`src/rtl/alu_issue_queue_pkg.sv`:
```
`default_nettype none
// +----------------------------------------------------------------------+
// | alu_iq_pkg : shared types, opcodes and age helper for the ALU IQ     |
// | Rev 1.0                                                              |
// +----------------------------------------------------------------------+
package alu_iq_pkg;

    localparam int SIZE       = 32;
    localparam int REG_NUM    = 64;
    localparam int TW         = $clog2(REG_NUM);
    localparam int ALUOP_BITS = 3;
    localparam int ROB_ROWS   = 16;
    localparam int RW         = $clog2(ROB_ROWS);

    localparam logic [ALUOP_BITS-1:0] ALU_ADD = 3'd0;
    localparam logic [ALUOP_BITS-1:0] ALU_SUB = 3'd1;
    localparam logic [ALUOP_BITS-1:0] ALU_AND = 3'd2;
    localparam logic [ALUOP_BITS-1:0] ALU_XOR = 3'd3;
    localparam logic [ALUOP_BITS-1:0] ALU_SRA = 3'd4;

    typedef struct packed {
        logic                  valid;
        logic [ALUOP_BITS-1:0] aluop;
        logic [TW-1:0]         src1;
        logic [TW-1:0]         src2;
        logic                  rdy1;
        logic                  rdy2;
        logic                  use_imm;
        logic [SIZE-1:0]       imm;
        logic [TW-1:0]         dest;
        logic [RW-1:0]         robn;
    } iq_entry_t;

    // Distance from the ROB head; modular subtraction handles wraparound.
    function automatic logic [RW-1:0] rob_age(input logic [RW-1:0] robn,
                                              input logic [RW-1:0] head);
        return robn - head;
    endfunction

endpackage
`default_nettype wire

```
`src/rtl/alu_issue_queue_if.sv`:
```
`default_nettype none
// +----------------------------------------------------------------------+
// | alu_issue_queue_if : dispatch / wakeup / flush / FU issue bundle     |
// | Rev 1.0                                                              |
// +----------------------------------------------------------------------+
interface alu_issue_queue_if
    import alu_iq_pkg::*;
#(
    parameter int NUM_WB   = 2,
    parameter int IQ_DEPTH = 8
);
    localparam int CW = $clog2(IQ_DEPTH + 1);

    logic                            disp_valid;
    logic                            disp_ready;
    logic [ALUOP_BITS-1:0]           disp_aluop;
    logic [TW-1:0]                   disp_src1;
    logic [TW-1:0]                   disp_src2;
    logic                            disp_src1_rdy;
    logic                            disp_src2_rdy;
    logic                            disp_use_imm;
    logic [SIZE-1:0]                 disp_imm;
    logic [TW-1:0]                   disp_dest;
    logic [RW-1:0]                   disp_robn;
    logic [RW-1:0]                   rob_head;
    logic [NUM_WB-1:0]               wb_valid;
    logic [NUM_WB-1:0][TW-1:0]       wb_reg;
    logic                            flush;
    logic                            fu_ready;
    logic                            iss_valid;
    logic [ALUOP_BITS-1:0]           iss_aluop;
    logic [TW-1:0]                   iss_src1;
    logic [TW-1:0]                   iss_src2;
    logic                            iss_use_imm;
    logic [SIZE-1:0]                 iss_imm;
    logic [TW-1:0]                   iss_dest;
    logic [RW-1:0]                   iss_robn;
    logic [CW-1:0]                   count;

    modport master (
        output disp_valid, disp_aluop, disp_src1, disp_src2, disp_src1_rdy,
               disp_src2_rdy, disp_use_imm, disp_imm, disp_dest, disp_robn,
               rob_head, wb_valid, wb_reg, flush, fu_ready,
        input  disp_ready, iss_valid, iss_aluop, iss_src1, iss_src2,
               iss_use_imm, iss_imm, iss_dest, iss_robn, count
    );

    modport slave (
        input  disp_valid, disp_aluop, disp_src1, disp_src2, disp_src1_rdy,
               disp_src2_rdy, disp_use_imm, disp_imm, disp_dest, disp_robn,
               rob_head, wb_valid, wb_reg, flush, fu_ready,
        output disp_ready, iss_valid, iss_aluop, iss_src1, iss_src2,
               iss_use_imm, iss_imm, iss_dest, iss_robn, count
    );

endinterface
`default_nettype wire

```
`src/rtl/alu_issue_queue_age_select.sv`:
```
`default_nettype none
// +----------------------------------------------------------------------+
// | iq_age_select : combinational oldest-ready picker (lower idx on tie) |
// | Rev 1.0                                                              |
// +----------------------------------------------------------------------+
module iq_age_select #(
    parameter int DEPTH = 8,
    parameter int RW    = 4,
    parameter int IW    = $clog2(DEPTH)
) (
    input  wire logic [DEPTH-1:0]         cand_i,
    input  wire logic [DEPTH-1:0][RW-1:0] age_i,
    output logic      [IW-1:0]            grant_o,
    output logic                          found_o
);

    logic [RW-1:0] best_age;

    // Strict less-than keeps the earlier (lower-index) entry on equal age.
    always_comb begin
        grant_o  = '0;
        found_o  = 1'b0;
        best_age = '0;
        for (int i = 0; i < DEPTH; i++) begin
            if (cand_i[i] && (!found_o || (age_i[i] < best_age))) begin
                grant_o  = IW'(i);
                found_o  = 1'b1;
                best_age = age_i[i];
            end
        end
    end

endmodule
`default_nettype wire

```
`src/rtl/alu_issue_queue.sv`:
```
`default_nettype none
// +----------------------------------------------------------------------+
// | alu_issue_queue : reservation station feeding one single-cycle ALU   |
// | Rev 1.0                                                              |
// +----------------------------------------------------------------------+
module alu_issue_queue
    import alu_iq_pkg::*;
#(
    parameter int IQ_DEPTH = 8,
    parameter int NUM_WB   = 2
) (
    input  wire logic          clk,
    input  wire logic          rst,
    alu_issue_queue_if.slave   io
);

    localparam int CW = $clog2(IQ_DEPTH + 1);
    localparam int IW = $clog2(IQ_DEPTH);
    localparam logic [CW-1:0] DEPTH_C = CW'(IQ_DEPTH);

    iq_entry_t [IQ_DEPTH-1:0]   entries_q, entries_d;
    logic [CW-1:0]              count_q, count_d;
    logic                       iss_valid_q, iss_valid_d;
    logic [ALUOP_BITS-1:0]      iss_aluop_q, iss_aluop_d;
    logic [TW-1:0]              iss_src1_q, iss_src1_d;
    logic [TW-1:0]              iss_src2_q, iss_src2_d;
    logic                       iss_use_imm_q, iss_use_imm_d;
    logic [SIZE-1:0]            iss_imm_q, iss_imm_d;
    logic [TW-1:0]              iss_dest_q, iss_dest_d;
    logic [RW-1:0]              iss_robn_q, iss_robn_d;

    logic [IQ_DEPTH-1:0]         cand;
    logic [IQ_DEPTH-1:0][RW-1:0] age;
    logic [IW-1:0]               grant;
    logic                        found;
    logic [IW-1:0]               free_idx;
    logic                        disp_ready;
    logic                        accept;
    logic                        issue;
    iq_entry_t                   sel;

    // A tag wakes on any broadcast port or on the destination being issued now.
    function automatic logic wake(input logic [NUM_WB-1:0]         v,
                                  input logic [NUM_WB-1:0][TW-1:0] r,
                                  input logic                      self_v,
                                  input logic [TW-1:0]             self_tag,
                                  input logic [TW-1:0]             tag);
        logic hit;
        hit = self_v && (self_tag == tag);
        for (int k = 0; k < NUM_WB; k++) begin
            hit = hit | (v[k] && (r[k] == tag));
        end
        return hit;
    endfunction

    generate
        for (genvar g = 0; g < IQ_DEPTH; g++) begin : g_cand
            assign cand[g] = entries_q[g].valid && entries_q[g].rdy1 && entries_q[g].rdy2;
            assign age[g]  = rob_age(entries_q[g].robn, io.rob_head);
        end
    endgenerate

    iq_age_select #(
        .DEPTH (IQ_DEPTH),
        .RW    (RW),
        .IW    (IW)
    ) u_select (
        .cand_i  (cand),
        .age_i   (age),
        .grant_o (grant),
        .found_o (found)
    );

    always_comb begin
        free_idx = '0;
        for (int i = IQ_DEPTH - 1; i >= 0; i--) begin
            if (!entries_q[i].valid) free_idx = IW'(i);
        end
    end

    assign disp_ready = (count_q < DEPTH_C);
    assign accept     = io.disp_valid && disp_ready;
    assign issue      = io.fu_ready && found;
    assign sel        = entries_q[grant];

    always_comb begin
        entries_d     = entries_q;
        count_d       = count_q;
        iss_valid_d   = 1'b0;
        iss_aluop_d   = iss_aluop_q;
        iss_src1_d    = iss_src1_q;
        iss_src2_d    = iss_src2_q;
        iss_use_imm_d = iss_use_imm_q;
        iss_imm_d     = iss_imm_q;
        iss_dest_d    = iss_dest_q;
        iss_robn_d    = iss_robn_q;

        if (io.flush) begin
            for (int i = 0; i < IQ_DEPTH; i++) entries_d[i].valid = 1'b0;
            count_d = '0;
        end else begin
            for (int i = 0; i < IQ_DEPTH; i++) begin
                if (entries_q[i].valid) begin
                    if (wake(io.wb_valid, io.wb_reg, issue, sel.dest, entries_q[i].src1))
                        entries_d[i].rdy1 = 1'b1;
                    if (wake(io.wb_valid, io.wb_reg, issue, sel.dest, entries_q[i].src2))
                        entries_d[i].rdy2 = 1'b1;
                    if (issue && (grant == IW'(i)))
                        entries_d[i].valid = 1'b0;
                end
            end

            // The free slot is still invalid, so the wakeup loop never touched it.
            if (accept) begin
                entries_d[free_idx].valid   = 1'b1;
                entries_d[free_idx].aluop   = io.disp_aluop;
                entries_d[free_idx].src1    = io.disp_src1;
                entries_d[free_idx].src2    = io.disp_src2;
                entries_d[free_idx].rdy1    = io.disp_src1_rdy
                    | wake(io.wb_valid, io.wb_reg, issue, sel.dest, io.disp_src1);
                entries_d[free_idx].rdy2    = io.disp_use_imm | io.disp_src2_rdy
                    | wake(io.wb_valid, io.wb_reg, issue, sel.dest, io.disp_src2);
                entries_d[free_idx].use_imm = io.disp_use_imm;
                entries_d[free_idx].imm     = io.disp_imm;
                entries_d[free_idx].dest    = io.disp_dest;
                entries_d[free_idx].robn    = io.disp_robn;
            end

            if (issue) begin
                iss_valid_d   = 1'b1;
                iss_aluop_d   = sel.aluop;
                iss_src1_d    = sel.src1;
                iss_src2_d    = sel.src2;
                iss_use_imm_d = sel.use_imm;
                iss_imm_d     = sel.imm;
                iss_dest_d    = sel.dest;
                iss_robn_d    = sel.robn;
            end

            count_d = count_q + CW'(accept) - CW'(issue);
        end
    end

    always_ff @(posedge clk) begin
        if (rst) begin
            for (int i = 0; i < IQ_DEPTH; i++) entries_q[i] <= '0;
            count_q       <= '0;
            iss_valid_q   <= 1'b0;
            iss_aluop_q   <= '0;
            iss_src1_q    <= '0;
            iss_src2_q    <= '0;
            iss_use_imm_q <= 1'b0;
            iss_imm_q     <= '0;
            iss_dest_q    <= '0;
            iss_robn_q    <= '0;
        end else begin
            entries_q     <= entries_d;
            count_q       <= count_d;
            iss_valid_q   <= iss_valid_d;
            iss_aluop_q   <= iss_aluop_d;
            iss_src1_q    <= iss_src1_d;
            iss_src2_q    <= iss_src2_d;
            iss_use_imm_q <= iss_use_imm_d;
            iss_imm_q     <= iss_imm_d;
            iss_dest_q    <= iss_dest_d;
            iss_robn_q    <= iss_robn_d;
        end
    end

    assign io.disp_ready  = disp_ready;
    assign io.count       = count_q;
    assign io.iss_valid   = iss_valid_q;
    assign io.iss_aluop   = iss_aluop_q;
    assign io.iss_src1    = iss_src1_q;
    assign io.iss_src2    = iss_src2_q;
    assign io.iss_use_imm = iss_use_imm_q;
    assign io.iss_imm     = iss_imm_q;
    assign io.iss_dest    = iss_dest_q;
    assign io.iss_robn    = iss_robn_q;

endmodule
`default_nettype wire

```
`src/flat_wrapper.sv`:
```
// flat-port wrapper written by rule: the top's interface ports become plain ports
module alu_issue_queue_flat import alu_iq_pkg::*;
#(
    parameter int IQ_DEPTH = 8,
    parameter int NUM_WB   = 2
)
  (clk, rst, io_disp_valid, io_disp_aluop, io_disp_src1, io_disp_src2, io_disp_src1_rdy, io_disp_src2_rdy, io_disp_use_imm, io_disp_imm, io_disp_dest, io_disp_robn, io_rob_head, io_wb_valid, io_wb_reg, io_flush, io_fu_ready, io_disp_ready, io_iss_valid, io_iss_aluop, io_iss_src1, io_iss_src2, io_iss_use_imm, io_iss_imm, io_iss_dest, io_iss_robn, io_count);
  alu_issue_queue_if #(.NUM_WB(NUM_WB), .IQ_DEPTH(IQ_DEPTH)) io_i ();
  input  wire logic clk;
  input  wire logic rst;
  input wire logic [$bits(io_i.disp_valid)-1:0] io_disp_valid;
  input wire logic [$bits(io_i.disp_aluop)-1:0] io_disp_aluop;
  input wire logic [$bits(io_i.disp_src1)-1:0] io_disp_src1;
  input wire logic [$bits(io_i.disp_src2)-1:0] io_disp_src2;
  input wire logic [$bits(io_i.disp_src1_rdy)-1:0] io_disp_src1_rdy;
  input wire logic [$bits(io_i.disp_src2_rdy)-1:0] io_disp_src2_rdy;
  input wire logic [$bits(io_i.disp_use_imm)-1:0] io_disp_use_imm;
  input wire logic [$bits(io_i.disp_imm)-1:0] io_disp_imm;
  input wire logic [$bits(io_i.disp_dest)-1:0] io_disp_dest;
  input wire logic [$bits(io_i.disp_robn)-1:0] io_disp_robn;
  input wire logic [$bits(io_i.rob_head)-1:0] io_rob_head;
  input wire logic [$bits(io_i.wb_valid)-1:0] io_wb_valid;
  input wire logic [$bits(io_i.wb_reg)-1:0] io_wb_reg;
  input wire logic [$bits(io_i.flush)-1:0] io_flush;
  input wire logic [$bits(io_i.fu_ready)-1:0] io_fu_ready;
  output wire logic [$bits(io_i.disp_ready)-1:0] io_disp_ready;
  output wire logic [$bits(io_i.iss_valid)-1:0] io_iss_valid;
  output wire logic [$bits(io_i.iss_aluop)-1:0] io_iss_aluop;
  output wire logic [$bits(io_i.iss_src1)-1:0] io_iss_src1;
  output wire logic [$bits(io_i.iss_src2)-1:0] io_iss_src2;
  output wire logic [$bits(io_i.iss_use_imm)-1:0] io_iss_use_imm;
  output wire logic [$bits(io_i.iss_imm)-1:0] io_iss_imm;
  output wire logic [$bits(io_i.iss_dest)-1:0] io_iss_dest;
  output wire logic [$bits(io_i.iss_robn)-1:0] io_iss_robn;
  output wire logic [$bits(io_i.count)-1:0] io_count;
  assign io_i.disp_valid = io_disp_valid;
  assign io_i.disp_aluop = io_disp_aluop;
  assign io_i.disp_src1 = io_disp_src1;
  assign io_i.disp_src2 = io_disp_src2;
  assign io_i.disp_src1_rdy = io_disp_src1_rdy;
  assign io_i.disp_src2_rdy = io_disp_src2_rdy;
  assign io_i.disp_use_imm = io_disp_use_imm;
  assign io_i.disp_imm = io_disp_imm;
  assign io_i.disp_dest = io_disp_dest;
  assign io_i.disp_robn = io_disp_robn;
  assign io_i.rob_head = io_rob_head;
  assign io_i.wb_valid = io_wb_valid;
  assign io_i.wb_reg = io_wb_reg;
  assign io_i.flush = io_flush;
  assign io_i.fu_ready = io_fu_ready;
  assign io_disp_ready = io_i.disp_ready;
  assign io_iss_valid = io_i.iss_valid;
  assign io_iss_aluop = io_i.iss_aluop;
  assign io_iss_src1 = io_i.iss_src1;
  assign io_iss_src2 = io_i.iss_src2;
  assign io_iss_use_imm = io_i.iss_use_imm;
  assign io_iss_imm = io_i.iss_imm;
  assign io_iss_dest = io_i.iss_dest;
  assign io_iss_robn = io_i.iss_robn;
  assign io_count = io_i.count;
  alu_issue_queue #(.IQ_DEPTH(IQ_DEPTH), .NUM_WB(NUM_WB)) u_core (.clk(clk), .rst(rst), .io(io_i));
endmodule
```
`config.mk`:
```
export PLATFORM = sky130hd
export DESIGN_NAME = alu_issue_queue_flat
export DESIGN_NICKNAME = d
export VERILOG_FILES = /design/src/rtl/alu_issue_queue_pkg.sv /design/src/rtl/alu_issue_queue_if.sv /design/src/rtl/alu_issue_queue_age_select.sv /design/src/rtl/alu_issue_queue.sv /design/src/flat_wrapper.sv
export SDC_FILE = /design/constraint.sdc
export NUM_CORES = 2
export LEC_CHECK = 0
export CAP_MARGIN = 20
export CELL_PAD_IN_SITES_DETAIL_PLACEMENT = 1
export CELL_PAD_IN_SITES_GLOBAL_PLACEMENT = 1
export CORE_MARGIN = 2
export CORE_UTILIZATION = 25
export CTS_BUF_LIST = sky130_fd_sc_hd__clkbuf_16
export DETAILED_ROUTE_END_ITERATION = 16
export PLACE_DENSITY = 0.55
export SETUP_SLACK_MARGIN = 0.15
export SYNTH_ARGS = -nofsm -noshare
export SYNTH_HDL_FRONTEND = slang
export SYNTH_SLANG_ARGS = --single-unit
```
`constraint.sdc`:
```
create_clock -name clk -period 33.2 [get_ports clk]
set_clock_uncertainty 0.2 [all_clocks]
set_input_delay 6.64 -clock clk [delete_from_list [all_inputs] [get_ports clk]]
set_output_delay 6.64 -clock clk [all_outputs]
set_load 0.01 [all_outputs]
```
Word level (Yosys, flattened, before mapping)

Index checks and enable logic that the tools add are counted.

Bits in registers: 551
Input bits: 83
Output and inout bits: 64
Logic and storage cells: 437

Add/subtract/negate cells: 10
Magnitude comparators: 11
Eq/ne operators: 61
Multiplexer cells: 120
Bitwise operators: 40
Reductions and logical operators: 106

Operator list:

| cell                                                       | number |
|---|---|
| bitwise mux 488 bit                                        | 10 |
| demux 61 bit (select 3 bit)                                | 10 |
| two-way mux 488 bit                                        | 1 |
| == test 6 bit                                              | 54 |
| binary-select mux 61 bit (select 3 bit)                    | 1 |
| two-way mux 60 bit                                         | 2 |
| logical AND 1 bit                                          | 88 |
| two-way mux 61 bit                                         | 1 |
| two-way mux 57 bit                                         | 1 |
| two-way mux 51 bit                                         | 1 |
| two-way mux 1 bit                                          | 50 |
| two-way mux 45 bit                                         | 1 |
| two-way mux 44 bit                                         | 1 |
| two-way mux 43 bit                                         | 1 |
| two-way mux 3 bit                                          | 14 |
| two-way mux 42 bit                                         | 1 |
| OR 1 bit                                                   | 39 |
| two-way mux 2 bit                                          | 16 |
| two-way mux 4 bit                                          | 8 |
| subtractor 4 bit                                           | 8 |
| less-than comparator 4 bit                                 | 7 |
| == test 3 bit, second input constant                       | 4 |
| two-way mux 10 bit                                         | 1 |
| less-than comparator 3 x 4 -> 1 bit, second input constant | 2 |
| other kinds (12)                                           | 26 |

Depth between registers and ports, before layout

Depth in word-level cells: 51
Gate-level depth with buffers: 74

Cells and area by module

From an unflattened synthesis, not the netlist that was laid out.

Cells, all modules: 3480
Area, all modules: 29031.6 µm²

Modules (own cells, without submodules):

| module          | times used | cells each | area each (µm²) |
|---|---|---|---|
| alu_issue_queue | 1          | 3313       | 27775.4 |
| iq_age_select   | 1          | 167        | 1256.2 |

Least setup slack after synthesis

OpenSTA, ideal clock, no wires.

Path kind: input to register
Start: input io_rob_head[1]
End: register u_core.entries_q[104] (netlist bit)
Library setup time: 0.103 ns
Arrival time: 19.975 ns
Path slack: 12.921 ns
Cell stages on the path: 65
Buffers on the path: 5
Cells stage by stage: inv_1 > ha_1 > a21o_1 > a21oi_1 > xnor2_1 > nand2_1 > ha_1 > a21oi_1 > o21ai_0 > a21oi_1 > nor2_1 > a21oi_1 > ha_1 > a2111o_1 > o221a_1 > nor2_1 > a31o_2 > nand2_1 > [... 29 more ...] > a21o_1 > ha_1 > o211a_1 > o31ai_1 > a21oi_1 > nand2_1 > a21oi_2 > a211o_2 > and2_1 > buf_2 > o221ai_1 > a32oi_1 > buf_2 > buf_2 > xor2_1 > nor4_1 > a21oi_1 > a2111oi_2

Word-level cells in the longest chain between the ends: 50
Elaborated cells on any way between the ends: 82
Classes of those cells: add/sub (8); order compare (7); eq/ne (2); mux (37); bitwise (5); reduce/logical (23)

RTL lines:

| what                                                          | line                             | source |
|---|---|---|
| start: declaration                                            | flat_wrapper.sv:21               | `input wire logic [$bits(io_i.rob_head)-1:0] io_rob_head;` |
| subtractor 4 bit                                              | alu_issue_queue_pkg.sv:37        | `return robn - head;` |
| two-way mux 4 bit                                             | alu_issue_queue_age_select.sv:25 | `if (cand_i[i] && (!found_o \|\| (age_i[i] < best_age))) begin` |
| less-than comparator 4 bit                                    | alu_issue_queue_age_select.sv:25 |  |
| logical OR 1 bit                                              | alu_issue_queue_age_select.sv:25 |  |
| logical AND 1 bit                                             | alu_issue_queue_age_select.sv:25 |  |
| two-way mux 4 bit or two-way mux 1 bit (tied branches)        | alu_issue_queue_age_select.sv:25 |  |
| less-than comparator 4 bit or zero test 1 bit (tied branches) | alu_issue_queue_age_select.sv:25 |  |
| logical OR 1 bit                                              | alu_issue_queue_age_select.sv:25 |  |
| [... 34 more ...]                                             | -                                |  |
| bitwise mux 488 bit                                           | alu_issue_queue.sv:118           | `entries_d[free_idx].src2 = io.disp_src2;` |
| bitwise mux 488 bit                                           | alu_issue_queue.sv:119           | `entries_d[free_idx].rdy1 = io.disp_src1_rdy` |
| bitwise mux 488 bit                                           | alu_issue_queue.sv:121           | `entries_d[free_idx].rdy2 = io.disp_use_imm \| io.disp_src2_rdy` |
| bitwise mux 488 bit                                           | alu_issue_queue.sv:123           | `entries_d[free_idx].use_imm = io.disp_use_imm;` |
| bitwise mux 488 bit                                           | alu_issue_queue.sv:124           | `entries_d[free_idx].imm = io.disp_imm;` |
| bitwise mux 488 bit                                           | alu_issue_queue.sv:125           | `entries_d[free_idx].dest = io.disp_dest;` |
| bitwise mux 488 bit                                           | alu_issue_queue.sv:126           | `entries_d[free_idx].robn = io.disp_robn;` |
| two-way mux 488 bit (*)                                       | alu_issue_queue.sv:114           | `if (accept) begin` |
| end signal: assignment                                        | alu_issue_queue.sv:157           | `entries_q <= entries_d;` |
| end: declaration                                              | alu_issue_queue.sv:21            | `iq_entry_t [IQ_DEPTH-1:0] entries_q, entries_d;` |

Every way passes the cells marked *; elsewhere a longest branch is shown, timed or not. The select of a mux whose other input is x is not followed.
A chain may end at the register's enable or synchronous reset.

Worst setup path after layout

Start: input io_rob_head[1]
End: register u_core.entries_q[470] (netlist bit)

Same word-level chain as after synthesis.

==> metrics.yaml <==
routing:
  finalWirelength_mm: 129
  drt-pass1-iter-count: 7
  vias: 27515
  post_drt_wl_per_cell_um: 24.5
  drt_iter0_drc: 1861
  antenna_left: 0
  drcViolationCount: 0
  avgViaCountPerCell: 5.21
sta:
  fin_tns_setup_ns: 0
  clock.fmax_ghz: 0.0418
  slew_violations: 0
  rsz0062_at_grt: "no"
  maxSlewHeadroom_pct: 18.8
  fin_crit_sh_pct: 72.1
  max_slew.worst_pin.slew_ns: 1.21
  hold_viol: 0
  finalSetupViolCount: 0
  post-route-min-period_ns: 23.93
global_route:
  grt_max_degree: 135
  grt_pass1_vias: 27757
  grt_usage_pct: 21.4
  grt_pass1_wl_mm: 191
  antenna_found_initial: 4
  grt_overflow: 0
critical_path:
  cp_data_required_time_ns: 33.53
  reg2reg_to: "u_core.entries_q[470]"
  endpoint_kind: "flip-flop"
  arrival_ns: 24.26
  rrSetupSlack_ns: 16.06
  critPathMaxStageDelay_ns: 0.73
  cp_max_fo: 48
  ff2ff_path_depth: 61
  critPathSlowestCell: "buf_4"
  start_kind: "primary input"
  cpLargestDelayFamily: "compound AO/OA/AOI/OAI gates"
  worstSetupStartpoint: "io_rob_head[1]"
  cp_num_buf_inv: 5
  path_common_cell: "ha_1"
  crit_type: "in -> reg"
yosys:
  async_flop_share_pct: 0
  syn_area_per_cell_um2: 7.47
  yosysSeqAreaShare_pct: 38.0
  ys_ff_latch: 551
  yosysTopAreaCell: "dfxtp_1"
  synth.area.top_cells: "dfxtp_1 (38%), nand2_1 (15%), a21oi_1 (10%)"
  synthesis.nets: 4026
  netlist-cell-type-count: 82
  synth_top_area_share_pct: 38.0
  netlist_instances: 3885
  syn_area_um2: 29000
  synth_edf_count: 0
  ys.flop_type: "dfxtp_1"
  synth_warnings: 0
placement:
  gp_congestion: 0.875
  numPortBuffers: 146
  dp_hpwl_mm: 76.4
final_layout:
  final_common_cell: "nand2_1"
  nFillCells: 13889
  area_growth_pct: 14.1
  layout_common_cells: "nand2_1 (1,139), a21oi_1 (590), dfxtp_1 (551), xnor2_1 (190), xor2_1 (161)"
  layout-drive-gt1-share_pct: 5.82
  layout.nets: 3858
  final-seq-area_um2: 11000
  multiInputGateArea_um2: 16200
floorplanning:
  io_pins: 147
  die-area_um2: 119000
  die_width_um: 345
  dieHeight_um: 345
  start_util_pct: 25.1
  rows: 125
  core_area_um2: 116000
cts:
  cts_resized: 0
  root_buffer: "clkbuf_16"
  ctsHtreeMaxLevel: 3
  clk_path_buf_depth: 3
  cts.sinks: 551
  clk_pin_slew_ns: 0.06
  cts_buffers: 66
  cts_setup_buffers: 0
  cts_tree: "yes"
  cts_hold_repair.buffers: 0
  insertion_delay_ns: 0.63
run:
  cap_violations: 0
power_and_ir_drop:
  power_density_nw_per_um2: 44.7
  leakagePower_nw: 10.9
  power_w: 0.00148
  ir_drop_mv: 0.0343
worst_hold_path:
  hold_depth: 2
  hp-class: "reg -> reg"
status:
  outcome: "completed"
-- synthesized netlist by cell type (11+ instances only) --
| cell | n |
|---|---|
| o211ai_1 | 11 |
| nor4_1 | 55 |
| xnor2_1 | 190 |
| xor2_1 | 161 |
| nor3_1 | 17 |
| a222oi_1 | 70 |
| a21oi_1 | 590 |
| or4_1 | 16 |
| mux2i_1 | 17 |
| nand3_1 | 127 |
| buf_2 | 16 |
| a2111oi_2 | 12 |
| a21o_1 | 18 |
| dfxtp_1 | 551 |
| nor2_1 | 95 |
| a211oi_1 | 40 |
| buf_4 | 33 |
| inv_1 | 41 |
| nand2_1 | 1142 |
| or3_1 | 11 |
| buf_1 | 64 |
| nand4_1 | 47 |
| o221ai_1 | 20 |
| clkbuf_2 | 14 |
| ha_1 | 49 |
| o21ai_0 | 34 |
| clkbuf_1 | 312 |
-- routing by layer --
metal	vias to the layer above	wire length, um	global-route usage [%]
met5	-	0	0
met4	0	3480	6.08
met3	183	6050	2.80
met2	730	59500	35.2
met1	13868	60300	29.2
li1	12734	-	-
-- worst register-to-register path, delay by kind of cell (launching register included) --
| kind | cells | cell delay, ns |
|---|---|---|
| AOI/OAI and AO/OA | 35 | 9.38 |
| and+or+nand+nor | 11 | 2.46 |
| adders and majority gates | 8 | 2.37 |
| buffers and inverters | 3 | 1.21 |
| muxes | 2 | 0.69 |
| DFF | 1 | 0.42 |
| xor gates and xnor gates | 2 | 0.31 |
-- where the power goes --
group	total (W)	internal, W	switching (W)
clock network	0.000693	0.000382	0.000311
logic	0.000117	0.0000399	0.0000775
registers	0.000671	0.000666	0.00000484
-- cell type report --
type                       count  area share, %
antenna                        1        0.00755
clock buffer                  67           5.06
clock inverter                44          0.853
inverter                      41          0.464
multi-input combinational   2851           48.9
sequential                   551           33.3
tap                         1524           5.75
timing repair buffer         206           5.71
-- worst max-delay path by stage --
stage                                 end  depth (start not counted)  slack, ns
floorplan           u_core.entries_q[104]                         65      12.92
global placement     u_core.entries_q[43]                         63       9.25
detailed placement   u_core.entries_q[43]                         63       8.89
CTS                 u_core.entries_q[470]                         63       9.47
global route         u_core.entries_q[43]                         66       8.10
finish              u_core.entries_q[470]                         63       9.27
-- logic make-up (layout without fill, tap and decap cells) --
group,count (synthesis),count (layout),synth area share [%]
AOI/OAI and AO/OA,874,874,18.8
buffers and inverters,483,358,6.88
DFF,551,551,38.0
muxes,20,20,0.702
xor gates and xnor gates,351,351,10.6
and+or+nand+nor,1548,1548,22.3
adders and majority gates,58,58,2.73
other,0,1,0
-- stage by stage --
step / util [%] / cells / setup WS [ns] / area, um2 / hold WS [ns]
2_1_floorplan: - / 3885 / 12.92 / 29000 / 0.232
4_1_cts: 28.6 / 5284 / 9.47 / 33100 / 0.254
5_1_grt: 28.6 / 5284 / 8.10 / 33100 / 0.267
3_5_place_dp: 26.9 / 5173 / 8.89 / 31200 / 0.246
3_3_place_gp: 26.9 / 5173 / 9.25 / 31200 / 0.241
6_report: 28.6 / 5285 / 9.27 / 33100 / 0.253
No activity file was read; power rests on OpenSTA's default activity.
